File: src/rtl/regfile_mp.sv
// regfile_mp: general-purpose register file for the rv32i core.
//
// After every reset an INIT sweep writes zero to x1..x(NREG-1), one register
// per cycle, before normal operation (RUN) begins. x0 is hard-wired to zero.
// Writeback always has priority over the debug port. A starvation counter
// raises stall_o so that writeback leaves a gap for a waiting debug request.
//
// Optional feature macro: REGFILE_SCOREBOARD_EN
//   When defined, a per-register busy vector tracks outstanding load results.
//   It adds the sb_set_i / sb_addr_i inputs and the busy_o output.
//
// Ports:
//   clk, rst        core clock; synchronous active-low reset
//   we_i, waddr_i, wdata_i          writeback write port
//   raddr_i, rdata_o                NRD packed combinational read ports
//   sb_set_i, sb_addr_i, busy_o     scoreboard (REGFILE_SCOREBOARD_EN only)
//   init_done_o                     high once the zeroing sweep is complete
//   stall_o                         asks writeback to hold off writes
//   dbg_req_i, dbg_we_i, dbg_addr_i, dbg_wdata_i   debug request
//   dbg_gnt_o                       debug access performed this cycle
//   dbg_rvalid_o, dbg_rdata_o       registered debug read-back
module regfile_mp #(
  parameter int XLEN   = 32,
  parameter int NREG   = 32,
  parameter int AW     = $clog2(NREG),
  parameter int NRD    = 2,
  parameter int STARVE = 8
) (
  input  logic                clk,
  input  logic                rst,
  input  logic                we_i,
  input  logic [AW-1:0]       waddr_i,
  input  logic [XLEN-1:0]     wdata_i,
  input  logic [NRD*AW-1:0]   raddr_i,
  output logic [NRD*XLEN-1:0] rdata_o,
`ifdef REGFILE_SCOREBOARD_EN
  input  logic                sb_set_i,
  input  logic [AW-1:0]       sb_addr_i,
  output logic [NRD-1:0]      busy_o,
`endif
  output logic                init_done_o,
  output logic                stall_o,
  input  logic                dbg_req_i,
  input  logic                dbg_we_i,
  input  logic [AW-1:0]       dbg_addr_i,
  input  logic [XLEN-1:0]     dbg_wdata_i,
  output logic                dbg_gnt_o,
  output logic                dbg_rvalid_o,
  output logic [XLEN-1:0]     dbg_rdata_o
);

  typedef enum logic [0:0] {
    ST_INIT = 1'b0,
    ST_RUN  = 1'b1
  } state_t;

  state_t          r_state;
  logic [AW-1:0]   r_idx;
  logic            r_init_done;
  logic [XLEN-1:0] r_mem [NREG];
  logic [7:0]      r_starve;
  logic            r_stall;
  logic            r_dbg_rvalid;
  logic [XLEN-1:0] r_dbg_rdata;

  logic            w_run;
  logic            w_wb_wr;
  logic            w_dbg_gnt;
  logic            w_dbg_wr;
  logic [7:0]      w_starve_nxt;
  logic [XLEN-1:0] w_dbg_rdata_nxt;

  assign w_run     = (r_state == ST_RUN);
  // Writes to x0 are dropped here so the array never holds a value for x0.
  assign w_wb_wr   = w_run & we_i & (waddr_i != {AW{1'b0}});
  // Writeback wins: debug is only served in cycles without a writeback write.
  assign w_dbg_gnt = w_run & dbg_req_i & ~we_i;
  assign w_dbg_wr  = w_dbg_gnt & dbg_we_i & (dbg_addr_i != {AW{1'b0}});

  assign dbg_gnt_o    = w_dbg_gnt;
  assign init_done_o  = r_init_done;
  assign stall_o      = r_stall;
  assign dbg_rvalid_o = r_dbg_rvalid;
  assign dbg_rdata_o  = r_dbg_rdata;

  // Control FSM: zeroing sweep over x1..x(NREG-1), then RUN.
  always_ff @(posedge clk) begin
    if (!rst) begin
      r_state     <= ST_INIT;
      r_idx       <= AW'(1);
      r_init_done <= 1'b0;
    end else begin
      case (r_state)
        ST_INIT: begin
          if (r_idx == AW'(NREG - 1)) begin
            r_state     <= ST_RUN;
            r_init_done <= 1'b1;
          end else begin
            r_idx <= r_idx + AW'(1);
          end
        end
        ST_RUN: begin
          r_state     <= ST_RUN;
          r_init_done <= 1'b1;
        end
        default: begin
          r_state     <= ST_INIT;
          r_idx       <= AW'(1);
          r_init_done <= 1'b0;
        end
      endcase
    end
  end

  // Register array: sweep writes in INIT, writeback or granted debug write in RUN.
  always_ff @(posedge clk) begin
    if (rst) begin
      if (r_state == ST_INIT) begin
        r_mem[r_idx] <= {XLEN{1'b0}};
      end else if (w_wb_wr) begin
        r_mem[waddr_i] <= wdata_i;
      end else if (w_dbg_wr) begin
        r_mem[dbg_addr_i] <= dbg_wdata_i;
      end
    end
  end

  // Read ports: zero outside RUN and for x0, writeback bypass, else array.
  for (genvar k = 0; k < NRD; k++) begin : g_rd
    logic [AW-1:0]   w_ra;
    logic [XLEN-1:0] w_rd;

    assign w_ra = raddr_i[k*AW +: AW];

    // Per-port read mux with same-cycle writeback forwarding.
    always_comb begin
      if (!w_run) begin
        w_rd = {XLEN{1'b0}};
      end else if (w_ra == {AW{1'b0}}) begin
        w_rd = {XLEN{1'b0}};
      end else if (we_i && (waddr_i == w_ra)) begin
        w_rd = wdata_i;
      end else begin
        w_rd = r_mem[w_ra];
      end
    end

    assign rdata_o[k*XLEN +: XLEN] = w_rd;
  end

  // Debug read-back source: a write echoes its own data, a read fetches the array.
  always_comb begin
    if (dbg_we_i) begin
      w_dbg_rdata_nxt = dbg_wdata_i;
    end else if (dbg_addr_i == {AW{1'b0}}) begin
      w_dbg_rdata_nxt = {XLEN{1'b0}};
    end else begin
      w_dbg_rdata_nxt = r_mem[dbg_addr_i];
    end
  end

  // Debug response register: one-cycle valid pulse after each grant.
  always_ff @(posedge clk) begin
    if (!rst) begin
      r_dbg_rvalid <= 1'b0;
      r_dbg_rdata  <= {XLEN{1'b0}};
    end else begin
      r_dbg_rvalid <= w_dbg_gnt;
      if (w_dbg_gnt) begin
        r_dbg_rdata <= w_dbg_rdata_nxt;
      end
    end
  end

  // Starvation counter next value: clears on grant or dropped request, saturates at 255.
  always_comb begin
    if (!dbg_req_i || w_dbg_gnt) begin
      w_starve_nxt = 8'd0;
    end else if (r_starve == 8'd255) begin
      w_starve_nxt = r_starve;
    end else begin
      w_starve_nxt = r_starve + 8'd1;
    end
  end

  // Starvation counter and stall flag; the flag is derived from the next count
  // so that it tracks the counter register without an extra cycle of lag.
  always_ff @(posedge clk) begin
    if (!rst) begin
      r_starve <= 8'd0;
      r_stall  <= 1'b0;
    end else begin
      r_starve <= w_starve_nxt;
      r_stall  <= (w_starve_nxt >= 8'(STARVE));
    end
  end

`ifdef REGFILE_SCOREBOARD_EN
  logic [NREG-1:0] r_busy;
  logic [NREG-1:0] w_busy_nxt;
  logic            w_sb_set;

  assign w_sb_set = w_run & sb_set_i & (sb_addr_i != {AW{1'b0}});

  // Busy vector update: a set on the same address as a clearing write wins.
  always_comb begin
    for (int j = 0; j < NREG; j++) begin
      w_busy_nxt[j] = (w_sb_set && (sb_addr_i == AW'(j))) ? 1'b1 :
                      (w_wb_wr && (waddr_i == AW'(j)))    ? 1'b0 :
                      r_busy[j];
    end
  end

  // Busy vector register.
  always_ff @(posedge clk) begin
    if (!rst) begin
      r_busy <= {NREG{1'b0}};
    end else begin
      r_busy <= w_busy_nxt;
    end
  end

  // Per-port busy flag; a writeback to the same register this cycle hides it.
  for (genvar k = 0; k < NRD; k++) begin : g_busy
    logic [AW-1:0] w_ba;

    assign w_ba = raddr_i[k*AW +: AW];
    assign busy_o[k] = w_run && (w_ba != {AW{1'b0}}) &&
                       !(we_i && (waddr_i == w_ba)) && r_busy[w_ba];
  end
`endif

endmodule

File: config.mk
export PLATFORM = sky130hd
export DESIGN_NAME = regfile_mp
export DESIGN_NICKNAME = d
export VERILOG_FILES = /design/src/rtl/regfile_mp.sv
export SDC_FILE = /design/constraint.sdc
export NUM_CORES = 2
export LEC_CHECK = 0
export BUFFER_PORTS_ARGS = -buffer_cell sky130_fd_sc_hd__buf_2
export CORE_ASPECT_RATIO = 1.4
export CORE_UTILIZATION = 41
export CTS_BUF_LIST = sky130_fd_sc_hd__clkbuf_2
export DETAILED_ROUTE_END_ITERATION = 10
export GPL_ROUTABILITY_DRIVEN = 0
export PLACE_DENSITY_LB_ADDON = 0.3
export SLEW_MARGIN = 20
export SYNTH_ARGS = -nofsm -noshare
export SYNTH_HDL_FRONTEND = slang
export SYNTH_SLANG_ARGS = --single-unit
File: constraint.sdc
create_clock -name clk -period 14 [get_ports clk]
set_input_delay 1.4 -clock clk [delete_from_list [all_inputs] [get_ports clk]]
set_output_delay 1.4 -clock clk [all_outputs]
set_load 0.03 [all_outputs]
# Yosys cells after proc, flatten, opt, wreduce, memory -nomap -nowiden
# Memories as Yosys holds them, arrays and structs flattened.
# Index checks and enable logic that the tools add are counted.
[totals] regBits=49 latch_bits=0 ramBits=1024 rom_bits=0 input_bits=89 output_inout_bits=100 memories=1
[memory_table] memory="r_mem" words=32 width=32 read_ports=3 rd_clocked_by_memory_dff=0 wr=1 line="60" text="logic [XLEN-1:0] r_mem [NREG];"
[classes] add_sub_neg=2 multipliers=0 div=0 magnitude_cmp=1 n_eq_ne=5 n_shift=0 muxes=32 bitwise=9 n_reduce_logical=12
[op_table] operator="$mux W32" count=10
[op_table] operator="$reduce_or A32 Y1" count=2
[op_table] operator="$mux W1" count=16
[op_table] operator="$mux W8" count=2
[op_table] operator="$logic_not A5 Y1" count=3
[op_table] operator="$eq A5 B5 Y1" count=2
[op_table] operator="$mux W5" count=2
[op_table] operator="$reduce_bool A5 Y1" count=2
[op_table] operator="$add A8 B1 Y8 const B" count=1
[op_table] operator="$eq A8 B8 Y1 const B" count=1
[op_table] operator="$ge A8 B4 Y1 const B" count=1
[op_table] operator="$and A1 B1 Y1" count=6
[op_table] operator="$add A5 B1 Y5 const B" count=1
[op_table] operator="$eq A5 B5 Y1 const B" count=1
[op_table] operator="$pmux W1 S2" count=2
[op_table] operator="$not A1 Y1" count=3
[op_table] operator="$logic_and A1 B1 Y1" count=2
[op_table] operator="$ne A2 B2 Y1 const B" count=1
[op_table] operator="$reduce_and A2 Y1" count=1
[op_table] operator="$logic_not A1 Y1" count=1
[op_table] operator="$logic_or A1 B1 Y1" count=1

# Depth between registers and ports, before layout
[logic_depth] depth_word=11 depth_mapped=10 ltp_nobuf=7

# Worst setup path after synthesis
# OpenSTA, ideal clock, no wires.
[synth_path] path_kind="input to register" start="input port rst" end="memory r_mem[8][0] (enable)" arrival_time_ps=4946 path_slack_ps=8593 path_stages=7 path_buffers=2 cell_sequence="buf_4 > and3_1 > buf_2 > mux2_2 > nor4b_1 > o21ai_0 > nor3_1"
[synth_between] elab_chain_len=5 word_cells_on_any_way=12 classes_between="mux: 10; reduce/logical: 2"
[synth_lines] item="start, declared" line="30" text="input logic rst,"
[synth_lines] item="$mux W1" line="117" text="if (rst) begin"
[synth_lines] item="$mux W1 (implied by the code)" line="121" text="r_mem[waddr_i] <= wdata_i;"
[synth_lines] item="$reduce_or A32 Y1 (no line)"
[synth_lines] item="$mux W5 (no line) or $mux W1 (tied branches) (2 in a row)"
[synth_lines] item="end, declared" line="60"
# Parallel ways exist; a longest one is shown, timed or not.

# Worst setup path after layout
[layout_path] start="input port raddr_i[2]" end="output port rdata_o[24]"
[layout_between] elab_chain_len=5 word_cells_on_any_way=7 classes_between="eq/ne: 1; mux: 3; reduce/logical: 2; memory: 1"
[layout_lines] item="start, declared" line="34" text="input logic [NRD*AW-1:0] raddr_i,"
[layout_lines] item="branches (longest 3 deep; another with $mem_v2 Z32 W32)"
[layout_lines] item="$mux W32 (*)" line="139" text="end else if (w_ra == {AW{1'b0}}) begin"
[layout_lines] item="$mux W32 (*)" line="137" text="if (!w_run) begin"
[layout_lines] item="end, declared" line="35" text="output logic [NRD*XLEN-1:0] rdata_o,"
# Mark *: on every way between the ends.

==> results.txt <==
status: finished, final reports clean
most used cell, CP: buf_4
critical path endpoint category: output pin
overall power: 6.36 mW
sw frac: 28.5%
vias per cell: 7.17
WP data arrival: 5.65 ns
Min Clock Period, post-route: 7.05 ns
Vias: 41,900
setup repair bufs after CTS: 0
Core Box Area: 141,000 µm²
top post-synthesis cells by count: 1,024 x edfxtp_1, 694 x mux4_2, 244 x mux2i_1
Die X: 321 µm
Layout Nets: 3,828
synthesized cell area: 58,400 µm²
Int Pwr: 4.55 mW
DRT antenna net count: 0
Layout fillers: 12,400
top cells by area, synth: edfxtp_1 53%, mux4_2 27%, mux2i_1 4.2%, dfxtp_1 1.7%, o22ai_1 1.4%
Worst setup SP type: primary input
CTS sink count: 1,073
pin count of the biggest net entering global routing: 100
Final period util: 50.3%
setup violators final: 0
EDFF count, synth: 1,024
DR pass1 iterations: 6
CTS tree: yes
count leader, synth: edfxtp_1
num ports: 189
Layout area overhead: 9.57%
Synth cell types: 70
drt total wl: 227 mm
Critical Path RT: 12.60 ns
worst hold-check path type: in -> reg
Synth area leader: edfxtp_1
syn_nets: 3,553
Tightest Pin Transition: 1.20 ns
CTS clk-pin slew, worst paths: 0.10 ns
Synth Area per Inst: 16.9 µm²
clk root buf: clkbuf_2
placed cell area: 61,400 µm²
design area: 63,900 µm²
clock share of power: 33.8%
Synth Register Bits: 1,073
Main synth FF type: edfxtp_1
register area share after synthesis: 54.4%
DRC errors left: 0
gr ovfl total: 0
Max Cap Viol: 0
Flop pwr share: 55.3%
Buffers on Ports: 188
async set-reset flop share out of synthesis: 0%
H-tree levels: 5
slew margin rel.: 19.3%
global-route wire length before repair: 311 mm
antenna violations before repair: 27
cts bufs inserted: 291
crit path cell chain: buf_4, buf_4, buf_4, xor2_1, nor4_1, and4_2, buf_4, a31oi_1, a31oi_1, buf_2
sw power: 1.81 mW
cells after synthesis: 3,461
Finished Layout Cells: 5,850
Synth warnings: 0
placed insts: 5,336
starting density of the core: 41.4%
Final Skew: 0.111 ns
FMAX: 142 MHz
crit-path leading delay family: buffers and inverters
Leak: 19.5 nW
row count: 163
HPWL after DPL: 135 mm
clk buf depth: 4
Peak VDD IR: 58.1 µV
Starting DRT DRC Count: 6,835
Buf/Inv on CP: 5
critical path's largest stage delay: 0.62 ns
combinational fraction of design power: 10.9%
die span in y: 448 µm
Cell Pwr Density: 99.4 nW/µm²
Critical Path Fanout Max: 36
layout cell share with drive strength beyond 1: 38.6%
Max Slew Vio Count: 0
vias in the first global route: 41,400
Setup CP Type: in -> out
Synth top area share: 52.7%
die area: 144,000 µm²
clock latency on the worst-skew pair: 1.67 ns
gr usage total: 31.3%
Wirelength per Cell: 38.9 µm
Fin. Hold Viols: 0
Min Hold Slack: 0.160 ns
RSZ-0062 raised after global routing: no
Worst path slowest cell: buf_4
setup TNS: 0 ns
==> worst paths after layout <==
check        slack, ns                      endpoint  cells after the start                      from
min reg2reg       0.49      init_done_o$_SDFFE_PN0N_                      1  init_done_o$_SDFFE_PN0N_
max               6.95                   rdata_o[24]                     10                raddr_i[2]
max reg2reg       9.45       r_mem[20][26]$_DFFE_PP_                      6        r_state$_SDFF_PN0_
min               0.16  dbg_rdata_o[14]$_SDFFE_PN0P_                      5           dbg_wdata_i[14]
==> power groups by stage <==
stage | Clock [mW] | Sequential, mW | Combinational, mW
3_5_place_dp | 0 | 3.59 | 0.671
6_report | 2.15 | 3.51 | 0.692
5_1_grt | 2.32 | 3.52 | 0.703
2_1_floorplan | 0 | 3.58 | 0.431
4_1_cts | 2.16 | 3.51 | 0.673
3_3_place_gp | 0 | 3.58 | 0.670
==> layer usage <==
metal	vias to the layer above	routed length, µm	GRT usage (%)
li1	15700	-	-
met1	21500	76600	38.7
met2	3744	102000	47.2
met3	868	33800	11.4
met4	26	14800	18.7
met5	-	186	0.135
==> cells in the final DEF, fill, tap and decap left out, types with 9 or more instances in the layout <==
cell type and count:
o32a_1 28, xnor2_1 9, edfxtp_1 1024, mux4_2 694, a32o_1 9, nor2_4 23
o21ai_0 97, mux2i_1 244, a22o_2 9, nor2_1 57, diode_2 13, clkinv_2 10
or3_1 40, a21oi_1 67, nor3_2 9, clkbuf_2 415, clkinv_1 66, dfxtp_1 49
buf_4 112, a211oi_1 48, a31oi_1 42, buf_2 178, nand3_1 11, buf_12 9
o22ai_1 127, a22oi_1 92, a22o_1 59, nor3_1 57, o221ai_1 29, nand2_1 154
and3_1 9
==> per-stage QoR <==
step	utilization, %	setup WS (ns)
finish	45.3	6.95
floorplan	-	8.59
global route	45.3	6.98
detailed placement	43.5	7.09
global placement	43.5	7.09
CTS	45.3	7.09
==> registers in the layout (all words and copies together), names as in the netlist <==
name	count
r_idx	5
dbg_rvalid_o	1
r_mem	1024
init_done_o	1
r_state	1
r_starve	8
dbg_rdata_o	32
stall_o	1
==> repair_timing <==
action                    CTS  global route
resized for setup           0             0
hold endpoints to repair    3             0
hold buffers                3             0
==> tightest hold or removal path, cell delays in order <==
cell and delay [ns]:
buf_2 0.10, nand2_1 0.05, o21ai_0 0.06, nand2_1 0.06, o21ai_0 0.07
==> area by class of cell <==
class	count	area (µm²)	share of cell area [%]
Sequential cell	1073	31700	49.6
Multi-Input combinational cell	2050	25300	39.6
Tap cell	1897	2370	3.71
Clock buffer	415	2080	3.25
Timing Repair Buffer	310	2070	3.24
Clock inverter	82	320	0.501
Inverter	10	37.5	0.0587
Antenna cell	13	32.5	0.0509
==> cell families after synthesis <==
group / synth area share (%)
muxes: 31.1
and+or+nand+nor: 3.52
DFF: 54.4
AOI/OAI and AO/OA: 7.90
adders and majority gates: 0.0643
xor gates and xnor gates: 0.255
buffers and inverters: 2.82
No activity file was read; power rests on OpenSTA's default activity.
